File: config.mk
export PLATFORM = sky130hd
export DESIGN_NAME = seg7_scan_ctrl
export DESIGN_NICKNAME = d
export VERILOG_FILES = /design/src/rtl/seg7_pkg.sv /design/src/rtl/seg7_dwell_timer.sv /design/src/rtl/seg7_scan_ctrl.sv
export SDC_FILE = /design/constraint.sdc
export NUM_CORES = 1
export LEC_CHECK = 0
export BUFFER_PORTS_ARGS = -buffer_cell sky130_fd_sc_hd__buf_2
export CORE_MARGIN = 2
export CORE_UTILIZATION = 59
export DETAILED_ROUTE_END_ITERATION = 10
export PLACE_DENSITY = 0.79
export SYNTH_ARGS = -nofsm -noshare
export SYNTH_HDL_FRONTEND = slang
export SYNTH_SLANG_ARGS = --single-unit
File: constraint.sdc
create_clock -name clk -period 2.8 [get_ports clk]
set_input_delay 0.56 -clock clk [delete_from_list [all_inputs] [get_ports clk]]
set_output_delay 0.56 -clock clk [all_outputs]
set_load 0.01 [all_outputs]
File: src/rtl/seg7_pkg.sv
// Shared types and widths for the seven-segment scan controller.
package seg7_pkg;

  localparam int unsigned CODE_W = 3;
  localparam int unsigned IDX_W  = 3;
  localparam int unsigned SLOTS  = 1 << IDX_W;

  typedef enum logic [1:0] {
    OFF   = 2'd0,
    SHOW  = 2'd1,
    BLANK = 2'd2
  } state_t;

  // Index of the final digit in a scan of num digits.
  function automatic logic [IDX_W-1:0] last_idx(input int unsigned num);
    return IDX_W'(num - 1);
  endfunction

endpackage

File: src/rtl/seg7_dwell_timer.sv
// Dwell counter: load clears the count and arms a terminal count of load_val-1.
module seg7_dwell_timer #(
  parameter int unsigned W = 16
) (
  input  logic         clk,
  input  logic         rst_n,
  input  logic         load,
  input  logic [W-1:0] load_val,
  input  logic         count_en,
  output logic         tc_c
);

  logic [W-1:0] count;
  logic [W-1:0] last;

  assign tc_c = (count == last);

  // Count saturates at terminal count until the next load.
  always_ff @(posedge clk or negedge rst_n) begin
    if (!rst_n) begin
      count <= '0;
      last  <= '0;
    end else if (load) begin
      count <= '0;
      last  <= load_val - W'(1);
    end else if (count_en && !tc_c) begin
      count <= count + W'(1);
    end
  end

endmodule

File: src/rtl/seg7_scan_ctrl.sv
// Multiplexed scan controller: per-digit code store, dwell/blank sequencing,
// and a write port that never disturbs the digit currently lit.
module seg7_scan_ctrl
  import seg7_pkg::*;
#(
  parameter int unsigned NUM_DIGITS   = 4,
  parameter int unsigned SHOW_CYCLES  = 50000,
  parameter int unsigned BLANK_CYCLES = 500
) (
  input  logic                  clk,
  input  logic                  rst_n,
  input  logic                  en,
  input  logic                  wr_valid,
  output logic                  wr_ready,
  input  logic [IDX_W-1:0]      wr_idx,
  input  logic [CODE_W-1:0]     wr_data,
  input  logic [NUM_DIGITS-1:0] blank_mask,
  output logic [CODE_W-1:0]     code,
  output logic [NUM_DIGITS-1:0] digit_en,
  output logic                  frame_done,
  output logic                  wr_err
);

  localparam int unsigned MAX_CYC = (SHOW_CYCLES > BLANK_CYCLES) ? SHOW_CYCLES : BLANK_CYCLES;
  localparam int unsigned TIMER_W = $clog2(MAX_CYC + 1);

  state_t               state;
  state_t               state_nxt_c;
  logic [IDX_W-1:0]     idx;
  logic [IDX_W-1:0]     idx_nxt_c;
  logic                 wrap_c;
  logic                 load_c;
  logic                 tc_c;
  logic [TIMER_W-1:0]   load_val_c;
  logic                 xfer_c;
  logic                 wr_ok_c;
  logic [CODE_W-1:0]    show_code_c;
  logic [SLOTS-1:0]     sel_c;
  logic [SLOTS-1:0]     mask_ext_c;
  logic [CODE_W-1:0]    mem [SLOTS];

  // Writes are only held off for the digit that is lit right now.
  assign wr_ready = rst_n && ((state != SHOW) || (wr_idx != idx));
  assign xfer_c   = wr_valid && wr_ready;
  assign wr_ok_c  = ({1'b0, wr_idx} < (IDX_W + 1)'(NUM_DIGITS));

  // Next-state and slot sequencing.
  always_comb begin
    state_nxt_c = state;
    idx_nxt_c   = idx;
    wrap_c      = 1'b0;
    if (!en) begin
      state_nxt_c = OFF;
      idx_nxt_c   = '0;
    end else begin
      case (state)
        OFF: begin
          state_nxt_c = SHOW;
          idx_nxt_c   = '0;
        end
        SHOW: begin
          if (tc_c) state_nxt_c = BLANK;
        end
        BLANK: begin
          if (tc_c) begin
            state_nxt_c = SHOW;
            if (idx == last_idx(NUM_DIGITS)) begin
              idx_nxt_c = '0;
              wrap_c    = 1'b1;
            end else begin
              idx_nxt_c = idx + IDX_W'(1);
            end
          end
        end
        default: begin
          state_nxt_c = OFF;
          idx_nxt_c   = '0;
        end
      endcase
    end
  end

  // Timer restarts on every state change and is held cleared while off.
  assign load_c     = (state_nxt_c != state) || (state == OFF);
  assign load_val_c = (state_nxt_c == BLANK) ? TIMER_W'(BLANK_CYCLES) : TIMER_W'(SHOW_CYCLES);

  seg7_dwell_timer #(
    .W (TIMER_W)
  ) u_timer (
    .clk      (clk),
    .rst_n    (rst_n),
    .load     (load_c),
    .load_val (load_val_c),
    .count_en (1'b1),
    .tc_c     (tc_c)
  );

  // A write landing on the same edge that lights its digit is forwarded.
  assign show_code_c = (xfer_c && wr_ok_c && (wr_idx == idx_nxt_c)) ? wr_data : mem[idx_nxt_c];
  assign sel_c       = SLOTS'(1) << idx_nxt_c;
  assign mask_ext_c  = SLOTS'(blank_mask);

  // State, code store and registered outputs; frame_done marks the first
  // cycle of digit 0 after a full frame.
  always_ff @(posedge clk or negedge rst_n) begin
    if (!rst_n) begin
      state      <= OFF;
      idx        <= '0;
      code       <= '0;
      digit_en   <= '0;
      frame_done <= 1'b0;
      wr_err     <= 1'b0;
      for (int i = 0; i < int'(SLOTS); i++) mem[i] <= '0;
    end else begin
      state      <= state_nxt_c;
      idx        <= idx_nxt_c;
      frame_done <= wrap_c;
      wr_err     <= xfer_c && !wr_ok_c;
      if (xfer_c && wr_ok_c) mem[wr_idx] <= wr_data;
      if (state_nxt_c == SHOW) begin
        code     <= show_code_c;
        digit_en <= NUM_DIGITS'(sel_c & ~mask_ext_c);
      end else begin
        digit_en <= '0;
      end
    end
  end

endmodule

==> out/results.ini, run 1 <==
[clocking]
hold_buffers = 0
h-tree-depth = 3
cts_sinks = 57
cts_made_buffers = 9
ctsLongestPathBuffers = 2
clock_latency_ps = 340
cts_tree = built
cts-root-buf = clkbuf_8
clk_pin_slew_ps = 70

[power]
leakage_nw = 1.686
fin_total_pwr_mw = 1.852
irDropWorstVdd_mv = 0.4710
p_per_area_nw_per_um2 = 522.9

[grt]
grt_max_degree = 58
grt.overflow.total = 0
grt_pass1_wl_um = 10040
grt_use_total_pct = 25.12
grt_pass1_vias = 2164
antenna_found_initial = 0

[synthesis]
synth_top_area_share_pct = 50.42
synthArstFlopShare_pct = 100.0
ys_ff_latch = 57
synthesis.area_sq_um = 2829
synth_edf_count = 0
yosys.area.top_type = dfrtp_1
synthesis.nets = 291
postSynthCellCount = 271
syn_avg_cell_area_sq_um = 10.44
synth_seq_area_share_pct = 50.42
yosys-top-cells-area = dfrtp_1 (50%), xor2_1 (3.7%), mux2_2 (3.6%), mux2i_1 (3.5%), ha_1 (2.7%)
synth_ff_type = dfrtp_1
ys.warnings.count = 0
synth_cell_types = 51

[route]
wl_per_cell_um = 17.25
vias_per_cell = 5.887
num_vias = 2249
totalWireLength_um = 6589
first_pass_iters = 4
drcViolationCount = 0
final_antenna_net_count = 0
drt-initial-drc-count = 131

[finish]
num-nets-final = 343
final_layout_size_suffix_gt1_share_pct = 33.84
stdcell_area_sq_um = 3541
n_antenna_cell = 0
final_cells = 382
utilization_pct = 75.97
area_growth_pct = 25.17

[sta]
tightest_slew_ps = 701.0
slew_headroom_pct = 53.27
setup_violations = 1
max_freq_mhz = 342.6
finalHoldViolations = 0
fin_crit_sh_pct = 104.2
skew_ps = 8.586
slew_viol_final = 0
tns_ps = -118.7
hold_slack_ps = 362.1
setup_slack_ps = -118.7
period_needed_ps = 2919

[place]
place_area_sq_um = 3119
dp_hpwl_um = 4126
port_buffers = 23
dp_cells = 354
dp_slack_ps = 99.43
gp_congestion = 0.8744

[critical_path]
required_ps = 3020
end_kind = flop
critPathMaxFanout = 5
cp-start-kind = flop
crit_arrival_ps = 3140
crit_type = reg2reg

[floorplan]
start_util_pct = 60.70
rows = 25
ios = 24
fp.dieW_um = 73.25
core_area_sq_um = 4661
fp.dieArea_sq_um = 5365
die_h_um = 73.25

[hold_path]
hold_path.class = in2async

[status]
status = finished, violations left
violations = negative setup slack

[job]
maxCapViolCount = 0

==> worst max-delay path, stage by stage, from the launching register on <==
cell	delay, ps
dfrtp_1	450
or4_4	500
a222oi_1	340
buf_4	180
buf_6	120
a31oi_4	110
nor2_4	210
clkbuf_16	180
mux2i_1	220
mux2i_1	130
o22ai_1	250
o221ai_2	120
==> cells in the mapped netlist, types with 4 or more instances <==
cell type / number
nand4_1: 6
a21oi_1: 9
xnor2_1: 4
nand3_1: 9
or3_1: 5
nor2_1: 18
or4_1: 4
dfrtp_1: 57
mux2i_1: 10
and3_1: 5
ha_1: 6
xor2_1: 12
clkbuf_1: 13
inv_1: 17
nand2_1: 15
a31oi_1: 5
and2_1: 4
o21ai_0: 14
mux2_2: 9
==> power breakdown <==
| group | leakage [nW] | switching [mW] | internal, mW | total [mW] |
|---|---|---|---|---|
| registers | 0.754 | 0.0286 | 0.877 | 0.906 |
| clock network | 0.102 | 0.332 | 0.428 | 0.760 |
| logic | 0.830 | 0.101 | 0.0846 | 0.185 |
==> cell families (layout without fill, tap and decap cells) <==
logic type,after synthesis,count (layout),share of synthesized area (%)
AOI/OAI and AO/OA,50,50,12.69
xor gates and xnor gates,16,16,4.953
adders and majority gates,6,6,2.654
buffers and inverters,35,92,5.263
DFF,57,57,50.42
muxes,19,19,7.121
and+or+nand+nor,88,88,16.90
==> layer usage <==
layer | part of all wire, % | vias to the layer above | GRT usage, % | wire, um
li1 | - | 1058 | - | -
met1 | 44 | 1112 | 33.58 | 2905
met2 | 50 | 69 | 38.14 | 3293
met3 | 4.5 | 10 | 7.182 | 294
met4 | 1.4 | 0 | 11.11 | 95
met5 | 0 | - | 0 | 0
==> path summary, 6_finish.rpt <==
kind	startpoint	to	slack (ps)	cells past startpoint
worst max-delay path	u_timer.count[1]	code[1]	-120	11
worst min-delay path	rst_n	wr_err	360	2
worst max register to register	u_timer.count[1]	code[1]	-120	11
worst min register to register	mem[4]	mem[4]	380	0
max in group asynchronous	rst_n	u_timer.count[12]	1970	2
min in group clk	blank_mask[1]	digit_en[1]	360	2
==> flip-flops by register name (all words and copies together) (netlist names) <==
| name | count |
|---|---|
| wr_err | 1 |
| code | 3 |
| state | 2 |
| idx | 3 |
| digit_en | 4 |
| frame_done | 1 |
| mem | 24 |
| u_timer.last | 3 |
| u_timer.count | 16 |
==> cells in the final DEF, fill, tap and decap left out, types with 4 or more instances in the layout <==
cell      instances
nor2_1           17
buf_4            29
xnor2_1           4
nand3_1           9
nand2_1          15
o21ai_0          12
ha_1              6
mux2_2            9
inv_1            17
buf_2            23
xor2_1           12
buf_6             4
clkinv_2          4
dfrtp_1          57
a21oi_1           8
clkbuf_8         10
nand4_1           6
or3_1             5
mux2i_1           9
==> cell type report <==
cell class | count | area [sq um]
repair buffers | 59 | 442.9
fillers | 286 | 1120
well taps | 54 | 67.56
clock inverters | 6 | 57.56
clock buffers | 10 | 137.6
inverters | 17 | 63.81
flip-flops and latches | 57 | 1426
multi-input cells | 179 | 1345
==> repair_timing <==
action	in CTS	in global routing
pin swaps	1	12
endpoints found under the setup margin	18	24
buffers inserted	1	9
gates resized for setup	1	26
gates cloned	0	2
Power figures use the tool's default switching activity.
==> run 2: changes to the inputs <==
- CTS_CLUSTER_DIAMETER: not set -> 80
- GPL_TIMING_DRIVEN: not set -> 0
==> out/results.ini, run 2 (synthesis results as in run 1) <==
[hold_path]
hold_path.class = in2async

[critical_path]
required_ps = 3050
critPathMaxFanout = 7
crit_type = reg2reg
crit_arrival_ps = 3020
cp-start-kind = flop
end_kind = flop

[floorplan]
fp.dieW_um = 73.25
rows = 25
core_area_sq_um = 4661
ios = 24
start_util_pct = 60.70
die_h_um = 73.25
fp.dieArea_sq_um = 5365

[clocking]
cts-root-buf = clkbuf_8
clock_latency_ps = 330
clk_pin_slew_ps = 70
cts_sinks = 57
h-tree-depth = 3
cts_tree = built
ctsLongestPathBuffers = 2
cts_made_buffers = 9

[route]
num_vias = 2226
final_antenna_net_count = 0
drt-initial-drc-count = 163
totalWireLength_um = 6131
first_pass_iters = 4
wl_per_cell_um = 16.09
drcViolationCount = 0
vias_per_cell = 5.843

[grt]
grt_max_degree = 59
antenna_found_initial = 0
grt.overflow.total = 0
grt_pass1_vias = 2160
grt_use_total_pct = 25.07
grt_pass1_wl_um = 10030

[power]
irDropWorstVdd_mv = 0.4176
p_per_area_nw_per_um2 = 551.7
fin_total_pwr_mw = 1.915
leakage_nw = 1.606

[finish]
final_cell_mix = dfrtp_1 (56), buf_2 (23), buf_4 (18)
final_cells = 381
area_growth_pct = 22.73
final_layout_size_suffix_gt1_share_pct = 30.28
largest_reg_flops = 24
num-nets-final = 342
nFillCells = 309
top_register = mem
reg.largest.list = mem (24), u_timer.count (16), digit_en (4)
layout_commonest_cell = dfrtp_1
n_antenna_cell = 0

[sta]
slew_viol_final = 0
skew_ps = 6.153
slew_headroom_pct = 53.42
max_freq_mhz = 361.3
hold_slack_ps = 277.8
rsz0062_at_grt = true
finalHoldViolations = 0
fin_crit_sh_pct = 98.85
tightest_slew_ps = 698.8
setup_violations = 0
period_needed_ps = 2768
setup_slack_ps = 32.17

[place]
dp_cells = 347
gp_congestion = 0.8353
dp_hpwl_um = 3888
dp_slack_ps = -387.9
port_buffers = 22

[job]
maxCapViolCount = 0

[status]
status = finished, final reports clean

[run 2: cell types whose count changed in the layout (fill, tap and decap cells not counted), moves of 2 or more]
cell        delta
o21ai_0        +2
clkinvlp_4     +3
buf_4         -11
clkbuf_1      +12
clkinv_2       -3
o21ai_1        -2
[run 2: worst max-delay path: stages (launching register included)]
cell and delay, ps:
dfrtp_1 380, or4_1 520, a222oi_1 350, buf_4 190
buf_4 140, a21oi_1 100, nor2_2 130, o21ai_2 90
inv_1 70, and2_1 120, buf_4 140, or2b_4 290
o211ai_2 160
[run 2: per-stage QoR]
| step | utilization (%) | setup TNS, ps | cell area [sq um] |
|---|---|---|---|
| after detailed placement | 64.51 | -4028 | 3007 |
| after global routing | 74.50 | -476.2 | 3472 |
| final | 74.50 | 0 | 3472 |
| after CTS | 72.16 | 0 | 3363 |
| after global placement | 64.51 | -3170 | 3007 |
| after floorplan | - | 0 | 2829 |
[run 2: path summary, 6_finish.rpt]
path | slack, ps | end | startpoint | depth (start not counted)
max in group asynchronous | 2040 | u_timer.count[4] | rst_n | 1
worst max register to register | 30 | code[0] | u_timer.count[6] | 12
min in group clk | 370 | digit_en[2] | blank_mask[2] | 2
worst min register to register | 450 | mem[1] | mem[1] | 1
worst max-delay path | 30 | code[0] | u_timer.count[6] | 12
worst min-delay path | 280 | u_timer.count[2] | rst_n | 1
[run 2: where the power goes]
part / switching [mW] / internal (mW) / leakage (nW)
Combinational: 0.0953 / 0.0789 / 0.756
Clock: 0.338 / 0.498 / 0.0975
Sequential: 0.0281 / 0.877 / 0.752
[run 2: routing by layer]
layer / vias up / global-route usage (%) / part of all wire [%]
met2: 64 / 39.74 / 50
met4: 0 / 11.73 / 1.5
li1: 1054 / - / -
met1: 1098 / 32.19 / 43
met5: - / 0 / 0
met3: 10 / 6.354 / 4.9
[run 2: timing repair]
item,4_1_cts,5_1_grt
resized for setup,9,21
gates cloned,1,0
pin swaps,8,10
hold buffers,0,0
setup buffers,14,3
endpoints found under the setup margin,16,26
endpoints found under the hold margin,0,0
[run 2: final cells by class]
cell class	instances	area, sq um	share of cell area (%)
inverter	17	63.81	1.838
tap	54	67.56	1.946
multi-input combinational	179	1330	38.31
clock buffer	9	123.9	3.568
sequential	57	1428	41.12
clock inverter	7	95.09	2.739
timing repair buffer	40	264.0	7.604
buffer	18	100.1	2.883
